## src/rtl/pipe_pkg.sv

```systemverilog
// Shared types and default widths for the generic pipeline stage register.
package pipe_pkg;

  localparam int PC_W    = 64;
  localparam int INSTR_W = 32;
  localparam int INFO_W  = 161;
  localparam int W_FD    = PC_W + INSTR_W + INFO_W;

  typedef enum logic [1:0] {
    EMPTY = 2'd0,
    ONE   = 2'd1,
    TWO   = 2'd2
  } stage_state_e;

endpackage

```

## src/rtl/pipe_skid_entry.sv

```systemverilog
// One payload register plus valid bit; clear beats load and optionally zeroes the payload.
module pipe_skid_entry
  import pipe_pkg::*;
#(
  parameter int W            = W_FD,
  parameter int ZERO_ON_KILL = 1
) (
  input  logic         clk,
  input  logic         rst,
  input  logic         load,
  input  logic         clear,
  input  logic [W-1:0] load_data,
  output logic         valid,
  output logic [W-1:0] payload
);

  // Entry storage with kill-to-zero so bubbles carry no stale commit info.
  always_ff @(posedge clk or posedge rst) begin
    if (rst) begin
      valid   <= 1'b0;
      payload <= {W{1'b0}};
    end else if (clear) begin
      valid <= 1'b0;
      if (ZERO_ON_KILL != 0) begin
        payload <= {W{1'b0}};
      end
    end else if (load) begin
      valid   <= 1'b1;
      payload <= load_data;
    end
  end

endmodule

```

## src/rtl/pipe_stage.sv

```systemverilog
// Pipeline stage register with valid/allow_in handshake, stall, flush, optional
// 2-entry skid buffer and a saturating bubble-cycle counter.
module pipe_stage
  import pipe_pkg::*;
#(
  parameter int W            = W_FD,
  parameter int SKID         = 0,
  parameter int ZERO_ON_KILL = 1,
  parameter int CNT_W        = 32
) (
  input  logic             clk,
  input  logic             rst,
  input  logic             up_valid,
  input  logic [W-1:0]     up_payload,
  output logic             up_allow_in,
  input  logic             ready_go,
  input  logic             stall,
  input  logic             flush,
  input  logic             down_allow_in,
  output logic             down_valid,
  output logic [W-1:0]     down_payload,
  output logic             head_valid,
  output logic [CNT_W-1:0] bubble_cnt
);

  stage_state_e state;
  stage_state_e state_nxt;

  logic         main_valid;
  logic [W-1:0] main_payload;
  logic         skid_valid;
  logic [W-1:0] skid_payload;

  logic         main_load;
  logic         main_clear;
  logic [W-1:0] main_din;
  logic         skid_load;
  logic         skid_clear;

  logic         drain_ok;
  logic         enq;
  logic         deq;

  function automatic logic [CNT_W-1:0] sat_inc(input logic [CNT_W-1:0] v);
    if (v == {CNT_W{1'b1}}) begin
      return v;
    end else begin
      return v + CNT_W'(1'b1);
    end
  endfunction

  assign drain_ok     = ready_go && !stall;
  assign down_valid   = main_valid && drain_ok;
  assign deq          = down_valid && down_allow_in;
  assign enq          = up_valid && up_allow_in && !flush;
  assign head_valid   = main_valid;
  assign down_payload = main_payload;

  pipe_skid_entry #(
    .W            (W),
    .ZERO_ON_KILL (ZERO_ON_KILL)
  ) u_main (
    .clk       (clk),
    .rst       (rst),
    .load      (main_load),
    .clear     (main_clear),
    .load_data (main_din),
    .valid     (main_valid),
    .payload   (main_payload)
  );

  generate
    if (SKID != 0) begin : g_skid
      // Skid-mode acceptance depends only on a flop, cutting downstream-to-upstream paths.
      assign up_allow_in = !skid_valid;

      pipe_skid_entry #(
        .W            (W),
        .ZERO_ON_KILL (ZERO_ON_KILL)
      ) u_skid (
        .clk       (clk),
        .rst       (rst),
        .load      (skid_load),
        .clear     (skid_clear),
        .load_data (up_payload),
        .valid     (skid_valid),
        .payload   (skid_payload)
      );
    end else begin : g_single
      logic unused_skid;
      assign up_allow_in  = !main_valid || (drain_ok && down_allow_in);
      assign skid_valid   = 1'b0;
      assign skid_payload = {W{1'b0}};
      assign unused_skid  = skid_load | skid_clear | skid_valid;
    end
  endgenerate

  // Occupancy state register.
  always_ff @(posedge clk or posedge rst) begin
    if (rst) begin
      state <= EMPTY;
    end else begin
      state <= state_nxt;
    end
  end

  // Next-state and entry load/clear decode; flush overrides every transition.
  always_comb begin
    state_nxt  = state;
    main_load  = 1'b0;
    main_clear = 1'b0;
    main_din   = up_payload;
    skid_load  = 1'b0;
    skid_clear = 1'b0;
    if (flush) begin
      state_nxt  = EMPTY;
      main_clear = 1'b1;
      skid_clear = 1'b1;
    end else begin
      case (state)
        EMPTY: begin
          if (enq) begin
            state_nxt = ONE;
            main_load = 1'b1;
          end else begin
            state_nxt = EMPTY;
          end
        end
        ONE: begin
          if (enq && deq) begin
            state_nxt = ONE;
            main_load = 1'b1;
          end else if (enq) begin
            if (SKID != 0) begin
              state_nxt = TWO;
              skid_load = 1'b1;
            end else begin
              state_nxt = ONE;
              main_load = 1'b1;
            end
          end else if (deq) begin
            state_nxt  = EMPTY;
            main_clear = 1'b1;
          end else begin
            state_nxt = ONE;
          end
        end
        TWO: begin
          if (deq) begin
            state_nxt  = ONE;
            main_load  = 1'b1;
            main_din   = skid_payload;
            skid_clear = 1'b1;
          end else begin
            state_nxt = TWO;
          end
        end
        default: begin
          state_nxt  = EMPTY;
          main_clear = 1'b1;
          skid_clear = 1'b1;
        end
      endcase
    end
  end

  // Bubble counter survives flush; only reset clears it.
  always_ff @(posedge clk or posedge rst) begin
    if (rst) begin
      bubble_cnt <= {CNT_W{1'b0}};
    end else if (down_allow_in && !down_valid) begin
      bubble_cnt <= sat_inc(bubble_cnt);
    end
  end

endmodule

```

## config.mk

```make
export PLATFORM = sky130hd
export DESIGN_NAME = pipe_stage
export DESIGN_NICKNAME = d
export VERILOG_FILES = /design/src/rtl/pipe_pkg.sv /design/src/rtl/pipe_skid_entry.sv /design/src/rtl/pipe_stage.sv
export SDC_FILE = /design/constraint.sdc
export NUM_CORES = 1
export LEC_CHECK = 0
export ABC_AREA = 1
export CORE_AREA = 8 8 211 213
export DETAILED_ROUTE_END_ITERATION = 7
export DIE_AREA = 0 0 219 221
export PLACE_DENSITY = 0.66
export SLEW_MARGIN = 20
export SYNTH_ARGS = -nofsm -noshare
export SYNTH_HDL_FRONTEND = slang
export SYNTH_SLANG_ARGS = --single-unit
```

## constraint.sdc

```tcl
create_clock -name clk -period 10.9 [get_ports clk]
set_input_delay 2.18 -clock clk [delete_from_list [all_inputs] [get_ports clk]]
set_output_delay 2.18 -clock clk [all_outputs]
set_load 0.05 [all_outputs]
```

# Word level (Yosys, flattened, before mapping)
# Cells that the tools add are included.
# op_classes
n_mux	23
bitwise_logic	1
n_reduce_logical	17
addsub	1
eq_ne	3
# op_table
cell	count
$mux W257	5
$add A32 B1 Y32 const B	1
$eq A32 B32 Y1 const B	1
$mux W1	13
$logic_and A1 B1 Y1	8
$pmux W2 S3	1
$logic_not A1 Y1	4
$mux W2	2
$pmux W1 S3	1
$eq A2 B1 Y1 const B	1
$eq A2 B2 Y1 const B	1
$logic_not A2 Y1	1
$pmux W1 S2	1
$reduce_and A2 Y1	1
$reduce_bool A2 Y1	1
$reduce_or A2 Y1	1
$logic_or A1 B1 Y1	1
$not A1 Y1	1
# word_totals
wordCells	49
regBits	292
out_inout_bits	292

# Depth between registers and ports, before layout
# Gate-level depths: netlist of run 1.
# depth
depth_word	12
mapped_depth	11
ltp_nobuf	10

# Hierarchy
# A second synthesis of run 1 with hierarchy kept.
# hier_totals
cells_unflattened	2038
hier_area_um2	14649.0
# modules_own_cells
module	instances	area_per_inst_um2	cells_each	seq_area_each_um2
pipe_skid_entry	1	10182.3	1119	6456.2
pipe_stage	1	4466.8	919	850.8

# Worst setup path before layout of run 1
# No wires, ideal clock.
# synth_path
path_kind	input to output
start	input stall
end	output up_allow_in
setup_slack_ns	6.050
stages	3
arrival_time_ns	2.670
n_path_buf	0
path_cell_list	inv_1 > nand3_1 > nand2_1
# synth_via
elab_chain_cells	4
# synth_rtl
element	line	source
start, declared	pipe_stage.sv:17	input logic stall,
$logic_not A1 Y1	pipe_stage.sv:52	assign drain_ok = ready_go && !stall;
$logic_and A1 B1 Y1	pipe_stage.sv:52	
$logic_and A1 B1 Y1	pipe_stage.sv:91	assign up_allow_in = !main_valid || (drain_ok && down_allow_in);
$logic_or A1 B1 Y1	pipe_stage.sv:91	
end, declared	pipe_stage.sv:15	output logic up_allow_in,
# No other way between the ends.

# Worst setup path after layout of run 1
# layout_path
start	input ready_go
end	output up_allow_in
# layout_via
elab_chain_cells	3
# layout_rtl
element	line	source
start, declared	pipe_stage.sv:16	input logic ready_go,
$logic_and A1 B1 Y1	pipe_stage.sv:52	
$logic_and A1 B1 Y1	pipe_stage.sv:91	
$logic_or A1 B1 Y1	pipe_stage.sv:91	
# No other way between the ends.

==> impl_metrics.py, run 1 <==
metrics = {
    "status": {
        "status": "complete, no violations",
    },
    "layout": {
        "multiInputGateArea_mm2": 0.005465,
        "seqCellArea_mm2": 0.007307,
        "syn_to_final_growth_pct": 48.95,
        "fillers": 3950,
        "fin_area_mm2": 0.02141,
        "nets": 2788,
        "drive_gt1_share_pct": 3.142,
    },
    "setup_path": {
        "cp.required_ns": 8.72,
        "crit_type": "primary input to primary output",
        "arrival_ns": 3.77,
        "crit_top_cell": "clkdlybuf4s50_1",
        "cp_top_family": "buffers and inverters",
        "slowest_delay_ns": 0.83,
        "cp_num_buf_inv": 2,
        "critical_path.max_fanout": 3,
        "cpMaxStageDelayCell": "clkdlybuf4s50_1",
        "end_kind": "primary output",
        "crit_path_start_kind": "primary input",
        "cp_cell_sequence": "clkdlybuf4s50_1 -> nand3_1 -> nand2_1 -> clkdlybuf4s50_1",
    },
    "global_route": {
        "gr-total-overflow": 0,
        "antenna_found_initial": 12,
        "grt_pass1_vias": 14470,
        "grt_pass1_wl_um": 82460,
        "grt_max_degree": 100,
        "track_usage_pct": 21.11,
    },
    "floorplanning": {
        "ios": 556,
        "core_mm2": 0.04129,
        "die_h_um": 221,
        "die_x_um": 219,
        "dieArea_mm2": 0.04840,
        "initial_core_util_pct": 34.81,
        "fp-row-count": 75,
    },
    "power": {
        "vdd.ir_drop.worst_mv": 0.1027,
        "leakage_nw": 11.26,
        "power_mw": 2.941,
        "powerDensity_mw_per_mm2": 137.4,
    },
    "routing": {
        "met1_length_um": 19770,
        "wl_per_cell_um": 16.94,
        "drc": 0,
        "routed_via_density": 4.640,
        "vias": 14360,
        "met2_length_um": 26420,
        "drt_first_iter_violations": 1152,
        "met3_length_um": 4233,
        "routed_wl_um": 52400,
        "first_pass_iters": 5,
        "drtAntennaViolNets": 0,
        "top_layer_used": "met5",
    },
    "sta": {
        "finalHoldViolCount": 0,
        "clock_skew_ns": 0.008770,
        "holdWs_ns": 0.5031,
        "fin_crit_ns": 5.948,
        "relSlewSlack_pct": 27.01,
        "max_freq_ghz": 0.1681,
        "finalCritPeriodShare_pct": 54.56,
        "rsz0062_at_grt": "no",
        "slew_violations": 0,
        "setup_viol_count_final": 0,
        "final.setup.tns_ns": 0,
        "tightest_slew_ns": 1.095,
    },
    "logic_synthesis": {
        "synth-edff-count": 0,
        "yosys.area_share.xor_xnor_pct": 0.7923,
        "synth-compound-area-share_pct": 0.2351,
        "synthSimpleGateAreaFrac_pct": 36.74,
        "syn_area_mm2": 0.01437,
        "yosys_warnings": 0,
        "synth_top_family_by_area": "simple AND/OR/NAND/NOR gates",
        "synth_seq_cells": 292,
        "synthAdderAreaFrac_pct": 0.08706,
        "async_flop_share_pct": 100.0,
        "synth.area.top_cells": "dfrtp_1 51%, nand2_1 19%, nand3_1 9.6%",
        "yosysTopAreaCellShare_pct": 50.84,
        "ys.flop_type": "dfrtp_1",
        "syn_area_per_cell_um2": 7.072,
        "seq_area_frac_synth_pct": 50.84,
        "synth_mux_area_share_pct": 0,
        "synth_top_area_cell": "dfrtp_1",
        "synth_cell_types": 19,
        "synth_nets": 2297,
        "synthCells": 2032,
    },
    "clocking": {
        "worstSkewPairLatency_ns": 0.52,
        "cts_tree": "done",
        "post_cts.repair.setup_buffers": 0,
        "numCtsBuffers": 35,
        "cts_resized": 0,
        "htree_levels": 2,
        "cts.clk_slew.worst_paths_ns": 0.06,
        "clockBufferDepth": 3,
        "cts.sinks": 292,
        "hold_buffers": 0,
        "ctsRootBufferMaster": "clkbuf_16",
    },
    "place": {
        "io_buffers": 555,
        "place_hpwl_um": 36960,
        "placed_area_mm2": 0.02024,
        "place.gp.congestion": 0.9145,
    },
    "flow_run": {
        "max_cap_violations": 0,
    },
    "min_path": {
        "hold_class": "flop to flop",
    },
}
## registers in the layout, indices dropped and copies added (netlist names)
register        count
bubble_cnt         32
u_main.valid        1
state               2
u_main.payload    257
## area by class of cell
class	instances	share of cell area, %
clock buffers	55	5.202
repair buffers	571	26.51
clock inverters	5	0.1169
flip-flops and latches	292	34.14
inverters	297	5.243
multi-input cells	1326	25.53
diodes	9	0.1052
well taps	539	3.151
## placed cells by master, fill, tap and decap left out, drive strengths merged
cell type,count
nand2,711
dfrtp,292
nor3,1
inv,297
a21oi,1
nand4,6
nand3,275
xnor2,7
clkinv,5
o21ai,5
nor2,313
diode,9
xor2,6
ha,1
buf,16
clkbuf,55
clkdlybuf4s50,555
## per-stage QoR
step	util, %	instances	setup slack (ns)
final	51.84	3094	4.952
after global placement	49.03	3025	4.951
after global routing	51.83	3092	4.909
after CTS	51.79	3085	4.955
after floorplan	-	2032	0.6576
after detailed placement	49.03	3025	4.962
## synth_stat cells (2+ instances only)
| library cell | instances |
|---|---|
| xnor2_1 | 7 |
| inv_1 | 295 |
| clkbuf_1 | 45 |
| o21ai_0 | 5 |
| dfrtp_1 | 292 |
| buf_2 | 56 |
| xor2_1 | 6 |
| buf_1 | 16 |
| inv_2 | 2 |
| nor2_2 | 3 |
| nand4_1 | 6 |
| nor2_1 | 309 |
| nand2_1 | 710 |
| nand3_1 | 275 |
## metal layers
| layer | vias to the layer above | GRT usage, % |
|---|---|---|
| met5 | - | 0 |
| met4 | 6 | 8.633 |
| met3 | 101 | 6.303 |
| met2 | 477 | 36.27 |
| met1 | 6740 | 24.16 |
| li1 | 7031 | - |
## kinds of logic after synthesis
kind of cell,Yosys count
buffers and inverters,414
AND/OR/NAND/NOR,1306
AO/OA/AOI/OAI,6
XOR/XNOR,13
flip-flops,292
adder cells (fa/ha/maj),1
## where the power goes
part           internal [mW]  switching (mW)  total, mW
Combinational          0.225           0.380      0.604
Clock                  0.698           0.461       1.16
Sequential              1.14          0.0393       1.18
Total                   2.06           0.880       2.94
## worst register-to-register path, cell delays in order (launching register included)
cell     delay (ns)
dfrtp_1        0.46
nand4_1        0.27
o21ai_0        0.19
nor2_4         0.59
buf_4          0.59
buf_4          0.84
nand3_1        0.24
nand2_1        0.12
## final timing paths
| path | from | endpoint | slack (ns) | cells after the start |
|---|---|---|---|---|
| setup / recovery | ready_go | up_allow_in | 4.95 | 4 |
| hold / removal | u_main.payload[27] | u_main.payload[27] | 0.50 | 2 |
| setup reg to reg | u_main.valid | u_main.payload[245] | 7.55 | 7 |
| hold reg to reg | u_main.payload[27] | u_main.payload[27] | 0.50 | 2 |
| max in group asynchronous | rst | u_main.payload[72] | 6.51 | 4 |
| min in group asynchronous | rst | u_main.payload[246] | 2.14 | 2 |
No activity file was read; power rests on OpenSTA's default activity.
==> run 2: changes to the inputs <==
--- a/config.mk
+++ b/config.mk
@@ -9,7 +9,7 @@
 export CORE_AREA = 8 8 211 213
 export DETAILED_ROUTE_END_ITERATION = 7
 export DIE_AREA = 0 0 219 221
-export PLACE_DENSITY = 0.66
+export PLACE_DENSITY = 0.69
 export SLEW_MARGIN = 20
 export SYNTH_ARGS = -nofsm -noshare
 export SYNTH_HDL_FRONTEND = slang
==> constraint.sdc (replaced) <==
create_clock -name clk -period 5.1 [get_ports clk]
set_input_delay 1.02 -clock clk [delete_from_list [all_inputs] [get_ports clk]]
set_output_delay 1.02 -clock clk [all_outputs]
set_load 0.05 [all_outputs]
==> run 2 against run 1 <==
  * Critical path depth unchanged
  * Via count increased by 1.4%
  * Non-clock buffer count increased by 9
  * Clock power increased by 130%
  * Critical endpoint unchanged
  * Largest power group is now the clock network
==> impl_metrics.py, run 2 (same netlist as run 1, synthesis figures left out) <==
metrics = {
    "sta": {
        "slew_violations": 0,
        "finalHoldViolCount": 0,
        "rsz0062_at_grt": "no",
        "tightest_slew_ns": 1.064,
        "relSlewSlack_pct": 29.06,
        "finalCritPeriodShare_pct": 73.06,
        "fin_crit_ns": 3.726,
        "setup_viol_count_final": 0,
        "final.setup.tns_ns": 0,
        "max_freq_ghz": 0.2684,
        "clock_skew_ns": 0.01110,
    },
    "clocking": {
        "htree_levels": 2,
        "clockBufferDepth": 3,
        "numCtsBuffers": 37,
        "cts.sinks": 292,
        "worstSkewPairLatency_ns": 0.53,
        "cts.clk_slew.worst_paths_ns": 0.06,
        "cts_resized": 0,
        "cts_tree": "done",
        "hold_buffers": 0,
        "ctsRootBufferMaster": "clkbuf_16",
        "post_cts.repair.setup_buffers": 0,
    },
    "place": {
        "place_hpwl_um": 36690,
        "io_buffers": 555,
        "place_inst": 3034,
        "place.gp.congestion": 0.9221,
        "placed_area_mm2": 0.02043,
    },
    "routing": {
        "first_pass_iters": 5,
        "wl_per_cell_um": 16.59,
        "drt_first_iter_violations": 1127,
        "routed_wl_um": 51510,
        "routed_via_density": 4.687,
        "vias": 14550,
        "drc": 0,
        "drtAntennaViolNets": 0,
    },
    "setup_path": {
        "arrival_ns": 2.71,
        "crit_path_start_kind": "primary input",
        "critical_path.max_fanout": 3,
        "ff2ff_path_depth": 7,
        "end_kind": "primary output",
        "cp.required_ns": 4.08,
        "r2r_start": "u_main.valid",
        "worstReg2RegEnd": "u_main.payload[220]",
        "crit_type": "primary input to primary output",
        "ff2ff_setup_slack_ns": 2.53,
    },
    "layout": {
        "most-common-layout-cells": "710 x nand2_1, 555 x clkdlybuf4s50_1, 308 x nor2_1",
        "largest_register": "u_main.payload",
        "fin_area_mm2": 0.02169,
        "largest_reg_flops": 257,
        "nets": 2799,
        "final_common_cell": "nand2_1",
        "largest_registers": "u_main.payload: 257 flops, bubble_cnt: 32 flops, state: 2 flops",
        "drive_gt1_share_pct": 3.747,
        "final_cell_count_no_fill": 3105,
        "syn_to_final_growth_pct": 50.93,
    },
    "min_path": {
        "hold_end": "u_main.payload[165]",
        "min_path_cells": 2,
        "min-delay-start": "u_main.payload[165]",
        "hold_class": "flop to flop",
    },
    "flow_run": {
        "max_cap_violations": 0,
    },
    "status": {
        "status": "complete, no violations",
    },
    "global_route": {
        "antenna_found_initial": 7,
        "grt_pass1_wl_um": 80380,
        "gr-total-overflow": 0,
        "grt_max_degree": 205,
        "track_usage_pct": 20.48,
        "grt_pass1_vias": 14400,
    },
    "floorplanning": {
        "die_h_um": 221,
        "core_mm2": 0.04129,
        "ios": 556,
        "fp-row-count": 75,
        "dieArea_mm2": 0.04840,
        "initial_core_util_pct": 34.81,
        "die_x_um": 219,
    },
    "power": {
        "swShare_pct": 29.92,
        "pwr-share-comb_pct": 20.2,
        "vdd.ir_drop.worst_mv": 0.2411,
        "powerDensity_mw_per_mm2": 299.9,
        "leakage_nw": 11.39,
        "power_mw": 6.506,
        "power.internal_mw": 4.559,
        "p_sw_mw": 1.947,
        "clkPwrFrac_pct": 41.1,
        "seqPwrFrac_pct": 38.7,
    },
}
## run 2: cell types whose count changed in the layout (fill, tap and decap cells not counted), sizes merged
| cell | delta |
|---|---|
| buf | +9 |
| bufinv | +2 |
| clkbuf | -1 |
| clkinv | +3 |
| clkinvlp | +2 |
| diode | -5 |
| inv | +1 |
## run 2: critical path, stage by stage
cell and delay [ns]:
clkdlybuf4s50_1 0.50, nand3_1 0.12, nand2_1 0.16, clkdlybuf4s50_1 0.89
## run 2: worst max path at each step
stage	from	to	cells past startpoint
4_1_cts	down_allow_in	up_allow_in	4
2_1_floorplan	rst	bubble_cnt[0]	1
3_5_place_dp	down_allow_in	up_allow_in	4
3_3_place_gp	down_allow_in	up_allow_in	4
6_report	down_allow_in	up_allow_in	4
5_1_grt	ready_go	up_allow_in	4
## run 2: area by class of cell
type	instances	area, µm²
fillers	3942	19600
flip-flops and latches	292	7307
repair buffers	580	5868
multi-input cells	1326	5465
clock buffers	54	1122
inverters	297	1119
well taps	539	674.4
clock inverters	13	125.1
diodes	4	10.01
## run 2: through the flow
| stage | hold slack, ns | setup WS [ns] | utilization [%] |
|---|---|---|---|
| 2_1_floorplan | 0.5255 | 0.2048 | - |
| 3_3_place_gp | 0.4886 | 1.337 | 49.49 |
| 3_5_place_dp | 0.4918 | 1.336 | 49.49 |
| 4_1_cts | 0.5069 | 1.330 | 52.51 |
| 5_1_grt | 0.5197 | 1.281 | 52.52 |
| 6_report | 0.5024 | 1.374 | 52.53 |
## run 2: per-layer routing
metal | up-vias | wire length [µm] | track usage (%)
met3 | 108 | 4295 | 6.085
met2 | 492 | 25300 | 34.48
li1 | 7050 | - | -
met4 | 6 | 2098 | 8.784
met1 | 6898 | 19780 | 23.89
met5 | - | 35 | 0
## run 2: power by group through the flow
stage | Clock, mW | Combinational (mW) | Sequential [mW]
floorplan | 0 | 0.334 | 2.96
global placement | 0 | 1.32 | 2.55
detailed placement | 0 | 1.32 | 2.56
global route | 2.83 | 1.40 | 2.53
CTS | 2.74 | 1.33 | 2.52
finish | 2.67 | 1.32 | 2.52
==> run 3: changes to the inputs <==
--- a/config.mk
+++ b/config.mk
@@ -9,7 +9,7 @@
 export CORE_AREA = 8 8 211 213
 export DETAILED_ROUTE_END_ITERATION = 7
 export DIE_AREA = 0 0 219 221
-export PLACE_DENSITY = 0.69
+export PLACE_DENSITY = 0.66
 export SLEW_MARGIN = 20
 export SYNTH_ARGS = -nofsm -noshare
 export SYNTH_HDL_FRONTEND = slang
==> constraint.sdc (replaced) <==
create_clock -name clk -period 3.73 [get_ports clk]
set_input_delay 0.746 -clock clk [delete_from_list [all_inputs] [get_ports clk]]
set_output_delay 0.746 -clock clk [all_outputs]
set_load 0.05 [all_outputs]
==> run 3 against run 2 <==
  * Worst setup slack got worse by 0.82 ns
  * Sequential share of layout area decreased by 0.11 points
  * Wire length increased by 2.4%
  * Final cell count increased by 0.32%
  * Critical path depth unchanged
  * Register-to-register slack got worse by 1.0 ns
  * Die area unchanged
  * Core utilization increased by 0.17 points
  * Sequential power increased by 37%
  * Design area increased by 0.32%
  * Clock skew increased by 0.0053 ns
  * Total power increased by 34%
  * Critical endpoint unchanged
  * Largest power group unchanged
  * Highest routed layer unchanged
==> impl_metrics.py, run 3 (same netlist as run 1, synthesis figures left out) <==
metrics = {
    "layout": {
        "final_common_cell": "nand2_1",
        "largest_registers": "u_main.payload: 257 flops, bubble_cnt: 32 flops, state: 2 flops",
        "largest_reg_flops": 257,
        "nets": 2807,
        "most-common-layout-cells": "710 x nand2_1, 555 x clkdlybuf4s50_1, 308 x nor2_1",
        "syn_to_final_growth_pct": 51.41,
        "largest_register": "u_main.payload",
        "drive_gt1_share_pct": 3.818,
        "final_cell_count_no_fill": 3115,
    },
    "clocking": {
        "hold_buffers": 0,
        "clockBufferDepth": 3,
        "htree_levels": 2,
        "worstSkewPairLatency_ns": 0.52,
        "numCtsBuffers": 35,
        "cts.clk_slew.worst_paths_ns": 0.06,
        "cts_resized": 0,
        "cts_tree": "done",
        "ctsRootBufferMaster": "clkbuf_16",
        "post_cts.repair.setup_buffers": 0,
        "cts.sinks": 292,
    },
    "power": {
        "p_sw_mw": 2.598,
        "pwr-share-comb_pct": 20.8,
        "power.internal_mw": 6.104,
        "swShare_pct": 29.86,
        "seqPwrFrac_pct": 39.5,
        "clkPwrFrac_pct": 39.7,
        "powerDensity_mw_per_mm2": 399.9,
        "vdd.ir_drop.worst_mv": 0.2817,
        "leakage_nw": 11.41,
    },
    "setup_path": {
        "crit_type": "primary input to primary output",
        "critical_path.max_fanout": 3,
        "crit_path_start_kind": "primary input",
        "cp.required_ns": 2.98,
        "cpMaxStageDelayCell": "clkdlybuf4s50_1",
        "end_kind": "primary output",
        "r2r_start": "bubble_cnt[0]",
        "cp_cell_sequence": "clkdlybuf4s50_1 -> nand3_1 -> nand2_1 -> clkdlybuf4s50_1",
        "worstReg2RegEnd": "bubble_cnt[2]",
        "crit_top_cell": "clkdlybuf4s50_1",
        "slowest_delay_ns": 0.85,
        "ff2ff_setup_slack_ns": 1.53,
        "ff2ff_path_depth": 9,
        "critPathLaunch": "ready_go",
        "worstSetupEndpoint": "up_allow_in",
        "arrival_ns": 2.43,
    },
    "sta": {
        "slew_violations": 0,
        "clock_skew_ns": 0.01642,
        "max_freq_ghz": 0.3145,
        "fin_crit_ns": 3.180,
        "relSlewSlack_pct": 33.37,
        "finalCritPeriodShare_pct": 85.25,
        "finalHoldViolCount": 0,
        "setup_viol_count_final": 0,
        "rsz0062_at_grt": "no",
        "fin_ws_ns": 0.5502,
        "tightest_slew_ns": 0.9974,
    },
    "routing": {
        "met3_length_um": 3997,
        "met1_length_um": 20490,
        "vias": 14370,
        "top_layer_used": "met5",
        "first_pass_iters": 8,
        "met2_length_um": 26130,
        "routed_via_density": 4.614,
        "drtAntennaViolNets": 0,
        "drt_first_iter_violations": 1071,
        "wl_per_cell_um": 16.94,
        "routed_wl_um": 52760,
        "drc": 0,
    },
    "place": {
        "place.gp.congestion": 0.9457,
        "io_buffers": 555,
        "place_hpwl_um": 37190,
        "place_inst": 3044,
        "dp_slack_ns": 0.5225,
    },
    "global_route": {
        "grt_pass1_vias": 14300,
        "grt_pass1_wl_um": 82200,
        "antenna_found_initial": 11,
        "gr-total-overflow": 0,
        "track_usage_pct": 21.09,
        "grt_max_degree": 146,
    },
    "floorplanning": {
        "ios": 556,
        "initial_core_util_pct": 34.81,
        "fp-row-count": 75,
        "dieArea_mm2": 0.04840,
        "die_h_um": 221,
        "core_mm2": 0.04129,
        "die_x_um": 219,
    },
    "status": {
        "status": "complete, no violations",
    },
    "flow_run": {
        "max_cap_violations": 0,
    },
    "min_path": {
        "hold_class": "flop to flop",
    },
}
## run 3: cell count changes in the layout (fill, tap and decap cells not counted)
cell       change
clkbuf_1       +3
buf_4          +4
clkinv_2       -2
diode_2        +5
buf_12         +6
clkbuf_16      -2
clkbuf_8       -2
inv_6          -2
## run 3: metrics by stage
stage / hold slack (ns) / cell area, µm² / util (%) / power [mW] / setup TNS [ns]
CTS: 0.5077 / 21740 / 52.65 / 8.830 / 0
global placement: 0.4888 / 20580 / 49.85 / 5.297 / 0
detailed placement: 0.4922 / 20580 / 49.85 / 5.313 / 0
global route: 0.5200 / 21760 / 52.70 / 9.067 / 0
finish: 0.5012 / 21760 / 52.70 / 8.702 / 0
floorplan: 0.5255 / 14380 / - / 4.498 / -260.22
## run 3: routing by layer
layer	vias to the layer above	GRT usage, %
met5	-	0
met4	4	9.150
met3	104	5.525
met2	470	36.12
met1	6732	24.51
li1	7062	-
## run 3: power groups by stage
stage / sequential [mW] / clock, mW / combinational, mW
2_1_floorplan: 4.04 / 0 / 0.457
3_3_place_gp: 3.49 / 0 / 1.81
3_5_place_dp: 3.49 / 0 / 1.82
4_1_cts: 3.44 / 3.56 / 1.83
5_1_grt: 3.46 / 3.68 / 1.93
6_report: 3.44 / 3.46 / 1.81
## run 3: cell type report
class                      count  area [µm²]
clock inverter                 9       97.59
sequential                   292        7307
inverter                     297        1119
tap                          539       674.4
fill                        3939       19530
timing repair buffer         590        6018
antenna                        9       22.52
multi-input combinational   1326        5465
clock buffer                  53        1056
## run 3: worst min path at each step
stage	start	endpoint	slack, ns	cells past startpoint
floorplan	state[1]	state[1]	0.53	2
global route	u_main.payload[88]	u_main.payload[88]	0.52	2
finish	u_main.payload[7]	u_main.payload[7]	0.50	2
CTS	u_main.payload[179]	u_main.payload[179]	0.51	2
global placement	u_main.payload[185]	u_main.payload[185]	0.49	2
detailed placement	u_main.payload[7]	u_main.payload[7]	0.49	2
## run 3: critical path: cells and delay by family
kind / cells / cell delay, ns
buf+inv: 2 / 1.41
simple gates: 2 / 0.28
